[config.mk]
export PLATFORM = sky130hd
export DESIGN_NAME = reg_file_wb
export DESIGN_NICKNAME = d
export VERILOG_FILES = /design/src/rtl/reg_file_wb_pkg.sv /design/src/rtl/reg_file_wb_dec5to32.sv /design/src/rtl/reg_file_wb.sv
export SDC_FILE = /design/constraint.sdc
export NUM_CORES = 2
export LEC_CHECK = 0
export BUFFER_PORTS_ARGS = -buffer_cell sky130_fd_sc_hd__buf_2
export CORE_ASPECT_RATIO = 0.5
export CORE_MARGIN = 2
export CORE_UTILIZATION = 50
export CTS_CLUSTER_DIAMETER = 50
export CTS_CLUSTER_SIZE = 25
export DETAILED_ROUTE_END_ITERATION = 8
export GPL_TIMING_DRIVEN = 0
export PLACE_DENSITY_LB_ADDON = 0.15
export SYNTH_ARGS = -nofsm -noshare
export SYNTH_HDL_FRONTEND = slang
export SYNTH_HIERARCHICAL = 1
export SYNTH_SLANG_ARGS = --single-unit
[constraint.sdc]
create_clock -name clk -period 45 [get_ports clk]
set_clock_uncertainty 0.1 [all_clocks]
set_input_delay 6.75 -clock clk [delete_from_list [all_inputs] [get_ports clk]]
set_output_delay 6.75 -clock clk [all_outputs]
set_load 0.02 [all_outputs]
[src/rtl/reg_file_wb_pkg.sv]
// Shared register-file definitions: the `define header used by the
// destination select, the control unit and the register file, plus a
// package exposing the same values as typed localparams.
`ifndef REG_FILE_WB_DEFS
`define REG_FILE_WB_DEFS
`define REG_ZERO 5'd0
`define REG_RA   5'd31
`define REG_DW   32
`define REG_AW   5
`endif

package reg_file_wb_pkg;

  localparam int REG_DW    = `REG_DW;
  localparam int REG_AW    = `REG_AW;
  localparam int REG_DEPTH = 1 << REG_AW;

  // Architectural register numbers with special meaning.
  localparam logic [REG_AW-1:0] REG_ZERO = `REG_ZERO;
  localparam logic [REG_AW-1:0] REG_RA   = `REG_RA;

  typedef logic [REG_AW-1:0] reg_addr_t;
  typedef logic [REG_DW-1:0] reg_data_t;

  // Mask that removes register $0 from any per-register strobe vector.
  function automatic logic [REG_DEPTH-1:0] zero_reg_mask();
    logic [REG_DEPTH-1:0] m;
    m    = '1;
    m[0] = 1'b0;
    return m;
  endfunction

endpackage

[src/rtl/reg_file_wb_dec5to32.sv]
// One-hot address decoder with enable: the inverse of the 5-bit
// destination select. Output bit n is high when en is high and sel == n.
module dec5to32 #(
  parameter int AW = 5
) (
  input  logic                 en,
  input  logic [AW-1:0]        sel,
  output logic [(1<<AW)-1:0]   onehot
);

  localparam int DEPTH = 1 << AW;

  // One comparator per output line; en is tested first so that an
  // unknown sel with en low still yields an all-zero vector.
  generate
    for (genvar gi = 0; gi < DEPTH; gi++) begin : g_line
      always_comb begin
        onehot[gi] = 1'b0;
        if (en) begin
          onehot[gi] = (sel == gi[AW-1:0]);
        end
      end
    end
  endgenerate

endmodule

[src/rtl/reg_file_wb.sv]
// 32 x 32-bit MIPS general-purpose register file: one write port with
// one-hot strobe decode, two combinational read ports with optional
// same-cycle write-to-read bypass, and $0 hardwired to zero.
module reg_file_wb
  import reg_file_wb_pkg::*;
#(
  parameter int DW     = REG_DW,
  parameter int AW     = REG_AW,
  parameter bit BYPASS = 1'b1
) (
  input  logic          clk,
  input  logic          rst,
  input  logic          we,
  input  logic [AW-1:0] waddr,
  input  logic [DW-1:0] wdata,
  input  logic [AW-1:0] raddr1,
  input  logic [AW-1:0] raddr2,
  output logic [DW-1:0] rdata1,
  output logic [DW-1:0] rdata2
);

  localparam int DEPTH = 1 << AW;
  localparam int NPORT = 2;

  logic [DEPTH-1:0] dec_out;
  logic [DEPTH-1:0] wr_strobe;
  logic             wr_en;
  logic             wr_nonzero;
  logic [DW-1:0]    data_reg [DEPTH];

  // Writes are ignored while reset is held; the decoder sees no enable.
  assign wr_en      = we & ~rst;
  assign wr_nonzero = (waddr != '0);

  dec5to32 #(
    .AW (AW)
  ) u_dec (
    .en     (wr_en),
    .sel    (waddr),
    .onehot (dec_out)
  );

  // Strobe bit 0 is forced low so a write to $0 is discarded.
  always_comb begin
    wr_strobe    = dec_out;
    wr_strobe[0] = 1'b0;
  end

  // Per-register storage. Entry 0 never sees a strobe and stays at its
  // reset value, so synthesis reduces it to a constant.
  generate
    for (genvar gi = 0; gi < DEPTH; gi++) begin : g_reg
      // Asynchronous clear, strobe-gated load of the write-back data.
      always_ff @(posedge clk or posedge rst) begin
        if (rst) begin
          data_reg[gi] <= '0;
        end else if (wr_strobe[gi]) begin
          data_reg[gi] <= wdata;
        end
      end
    end
  endgenerate

  logic [AW-1:0] raddr_v [NPORT];
  logic [DW-1:0] rdata_v [NPORT];

  assign raddr_v[0] = raddr1;
  assign raddr_v[1] = raddr2;
  assign rdata1     = rdata_v[0];
  assign rdata2     = rdata_v[1];

  // Independent read ports: forced zero during reset and for $0, then the
  // in-flight write data on an address match (when bypass is built in),
  // otherwise the stored value.
  generate
    for (genvar gi = 0; gi < NPORT; gi++) begin : g_rport
      logic hit;

      // A bypass hit needs an enabled, non-$0 write to the same register.
      always_comb begin
        hit = 1'b0;
        if (BYPASS) begin
          hit = wr_en && wr_nonzero && (raddr_v[gi] == waddr);
        end
      end

      // Read data selection for this port.
      always_comb begin
        rdata_v[gi] = data_reg[raddr_v[gi]];
        if (rst || (raddr_v[gi] == '0)) begin
          rdata_v[gi] = '0;
        end else if (hit) begin
          rdata_v[gi] = wdata;
        end
      end
    end
  endgenerate

endmodule

=== Yosys cells after proc, flatten, opt, wreduce, memory -nomap -nowiden ===
Cells that the tools add are included.

* Word-level logic and storage cells: 119
* Input bits: 50
* Register bits after elaboration: 992
* Output and inout bits: 64

* Reduce and logical (&&, ||, !) cells: 8
* Eq/ne operators: 33
* Mux-type cells: 41
* Magnitude comparators: 2
* Bitwise gates (word level): 4

{| class="wikitable"
|+ Operators by type and width
! operator !! number
|-
| $bmux 32 s5 || 2
|-
| $mux 32 || 8
|-
| $eq 5x5->1 const B || 16
|-
| $eq 5x4->1 const B || 8
|-
| $mux 1 || 31
|-
| $eq 5x3->1 const B || 4
|-
| $ge 6x6->1 const B || 2
|-
| $not 5->6 || 2
|-
| $eq 5x2->1 const B || 2
|-
| $eq 5x5->1 || 2
|-
| $logic_not 5->1 || 2
|-
| $eq 5x1->1 const B || 1
|-
| $reduce_bool 5->1 || 1
|-
| $logic_and 1x1->1 || 3
|-
| $logic_or 1x1->1 || 2
|-
| $and 1x1->1 || 1
|-
| $not 1->1 || 1
|}

=== Longest topological paths before layout ===
* Depth after elaboration: 6
* Depth in mapped cells: 9
* Mapped depth without buffers: 5

=== Cells and area by module ===
The synthesis kept the hierarchy.

{| class="wikitable"
|+ Modules (own cells, without submodules)
! module !! sequential area each (µm²) !! area an instance (µm²) !! instances !! cells an instance
|-
| reg_file_wb || 24,823.8 || 53,618.9 || 1 || 3,733
|-
| dec5to32 || 0.0 || 234.0 || 1 || 47
|}

=== Least setup slack after synthesis ===
No wires, ideal clock.

* Path kind: input -> output
* From: input rst
* To: output rdata1[21]
* Setup slack: 7,595 ps
* Data required time: 38,150 ps
* Buffers on the path: 1
* Arrival: 30,555 ps
* Stages: 6
* Cell sequence: inv_1 > o41ai_1 > a31oi_1 > buf_2 > nand2_1 > o21ai_0

* Longest elaborated chain between the ends: 6
* Elaborated cells between the ends (all ways): 7
* Classes of those cells: mux (2); bitwise (2); reduce/logical (3)

{| class="wikitable"
|+ RTL lines
! element !! line !! text
|-
| start: declaration || reg_file_wb.sv:12 || <nowiki>input logic rst,</nowiki>
|-
| $not 1->1 || reg_file_wb.sv:32 || <nowiki>assign wr_en = we & ~rst;</nowiki>
|-
| $and 1x1->1 || reg_file_wb.sv:32 ||
|-
| $logic_and 1x1->1 (2 in series) || reg_file_wb.sv:83 || <nowiki>hit = wr_en && wr_nonzero && (raddr_v[gi] == waddr);</nowiki>
|-
| $mux 32 || reg_file_wb.sv:92 || <nowiki>end else if (hit) begin</nowiki>
|-
| $mux 32 (*) || reg_file_wb.sv:90 || <nowiki>if (rst || (raddr_v[gi] == '0)) begin</nowiki>
|-
| end: declaration || reg_file_wb.sv:18 || <nowiki>output logic [DW-1:0] rdata1,</nowiki>
|}

Every way passes the cells marked *; elsewhere a longest branch is shown, timed or not.

=== Final worst setup path ===
* From: input rst
* To: output rdata2[11]

* Longest elaborated chain between the ends: 6
* Elaborated cells between the ends (all ways): 7
* Classes of those cells: mux (2); bitwise (2); reduce/logical (3)

{| class="wikitable"
|+ RTL lines
! element !! line !! text
|-
| $not 1->1 || reg_file_wb.sv:32 ||
|-
| $and 1x1->1 || reg_file_wb.sv:32 ||
|-
| $logic_and 1x1->1 (2 in series) || reg_file_wb.sv:83 ||
|-
| $mux 32 || reg_file_wb.sv:92 ||
|-
| $mux 32 (*) || reg_file_wb.sv:90 ||
|-
| end: declaration || reg_file_wb.sv:19 || <nowiki>output logic [DW-1:0] rdata2</nowiki>
|}

Marks and branches as above.

==> impl_metrics.yaml <==
outcome:
  outcome: "complete, but fails checks"
  violations: "max-capacitance violations, max-slew violations"
synthesis:
  syn-mean-instance-area_sq_um: 14.2
  yosysWarningCount: 6
  syn-num-nets: 3829
  synth_area_sq_mm: 0.0538
  synthCells: 3779
setup_path:
  cp-startpoint: "rst"
  arrival_ns: 11.48
  r2r-start: "data_reg[495]$_DFFE_PP0P_"
  reg2regPathDepth: 1
  timing_worst_setup_path_type: "input pin to primary output"
  r2r_slack_ns: 44.09
  required_ns: 38.15
  start_kind: "input pin"
  r2r-end: "data_reg[495]$_DFFE_PP0P_"
  crit_fanout: 128
  crit_path_end_kind: "primary output"
finish:
  largest_register_ffs: 992
  area_growth_syn_to_layout_pct: 9.74
  utilization_pct: 55.1
  final_common_cell: "mux2_2"
  most-common-layout-cells: "mux2_2, dfrtp_1, mux4_2"
  layout-drive-gt1-share_pct: 46.1
  nets: 4024
min_path:
  min_from: "data_reg[619]$_DFFE_PP0P_"
  hp-class: "flop to flop"
  holdPathEnd: "data_reg[619]$_DFFE_PP0P_"
  holdPathStages: 1
pwr:
  powerDensity_mw_per_mm2: 39.2
  intPower_w: 0.00161
  combPwrFrac_pct: 20.0
  p_sw_w: 0.000705
  seq_power_share_pct: 47.4
  vdd_drop_max_mv: 0.0263
  leakagePower_nw: 26.0
  p_clk_share_pct: 32.6
  sw_frac_of_total_pct: 30.4
routing:
  wire_per_inst_microns: 37.4
  ant_nets: 0
  vias: 38400
  first_iter_violations: 5053
  avgViaCountPerCell: 7.02
  wl_microns: 205000
  post-route-drc-count: 0
  firstDrtPassIters: 6
die:
  rows: 85
  core_area_sq_mm: 0.107
  ios: 114
  start_util_pct: 50.2
  chipWidth_microns: 468
  dieHeight_microns: 236
  die_area_sq_mm: 0.111
sta:
  maxSlewViolCount: 12
  finalSetupViolCount: 0
  finalHoldViolCount: 0
  slew_headroom_pct: -7.51
  worst_pin_slew_ns: 1.61
  post-route-period-util_pct: 40.7
  min_period_ns: 18.33
  fmax_mhz: 54.6
  rsz0062_at_grt: "no"
  fin_hold_ws_ns: 0.424
  setup_slack_ns: 26.67
clock_tree:
  cts_max_level: 3
  numCtsBuffers: 74
  cts_num_sinks: 992
  cts_buffer_depth: 3
  postCtsResizedCells: 0
  insertion_delay_ns: 0.70
  root_buffer: "clkbuf_16"
  tritoncts: "yes"
  holdBufCountCts: 0
  cts_setup_buffers: 0
  clkTransAtPathRegs_ns: 0.07
global_route:
  grt_max_degree: 129
  antenna_found_initial: 6
  grt_overflow: 0
  grtUsageTotal_pct: 37.3
  grt_pass1_wl_microns: 290000
  grt_pass1_vias: 38400
placed_design:
  dp_hpwl_microns: 151000
  portBuffers: 109
  finalWeightedCongestion: 1.00
  dp_slack_ns: 26.56
flow_run:
  max-cap-violations: 3
routing by layer:
metal | global-route usage (%) | up-vias | part of all wire [%]
met5 | 0 | - | 0.0044
li1 | - | 14900 | -
met3 | 11.3 | 469 | 11
met4 | 15.4 | 2 | 4.7
met2 | 54.5 | 2264 | 43
met1 | 52.0 | 20800 | 41
how the worst max path moves through the flow:
stage,to,slack (ns),cells past startpoint
4_1_cts,rdata2[19],26.56,12
6_report,rdata2[11],26.67,12
3_3_place_gp,rdata1[9],-2.82,7
3_5_place_dp,rdata2[19],26.56,12
5_1_grt,rdata2[11],26.19,12
2_1_floorplan,rdata1[21],7.60,6
area by class of cell:
class,count,area (sq um)
Inverter,12,52.6
Clock buffer,89,2070
Timing Repair Buffer,119,808
Fill cell,8858,48100
Multi-Input combinational cell,2341,27100
Clock inverter,43,551
Buffer,434,1870
Tap cell,1435,1800
Antenna cell,3,7.51
Sequential cell,992,24800
metrics by stage:
stage	area, sq um	total power [W]	setup TNS (ns)	std cells
detailed placement	56500	0.00157	0	5333
global route	59100	0.00239	0	5468
finish	59100	0.00232	0	5468
CTS	59100	0.00231	0	5465
global placement	56200	0.00155	-946.18	5323
floorplan	53800	0.00141	0	3779
power by group through the flow:
stage	Sequential (W)	Clock, W	Combinational [W]
finish	0.00110	0.000755	0.000464
global route	0.00111	0.000792	0.000484
CTS	0.00109	0.000756	0.000457
detailed placement	0.00111	0	0.000456
global placement	0.00111	0	0.000443
floorplan	0.00109	0	0.000324
worst max-delay path: stages:
cell,delay [ns]
buf_2,0.18
inv_8,0.33
buf_16,0.37
buf_16,0.38
buf_16,0.38
buf_16,0.44
o211ai_1,0.21
a41oi_1,0.54
buf_1,0.78
o311ai_0,0.34
o211ai_1,0.32
buf_2,0.25
No activity file was read; power rests on OpenSTA's default activity.
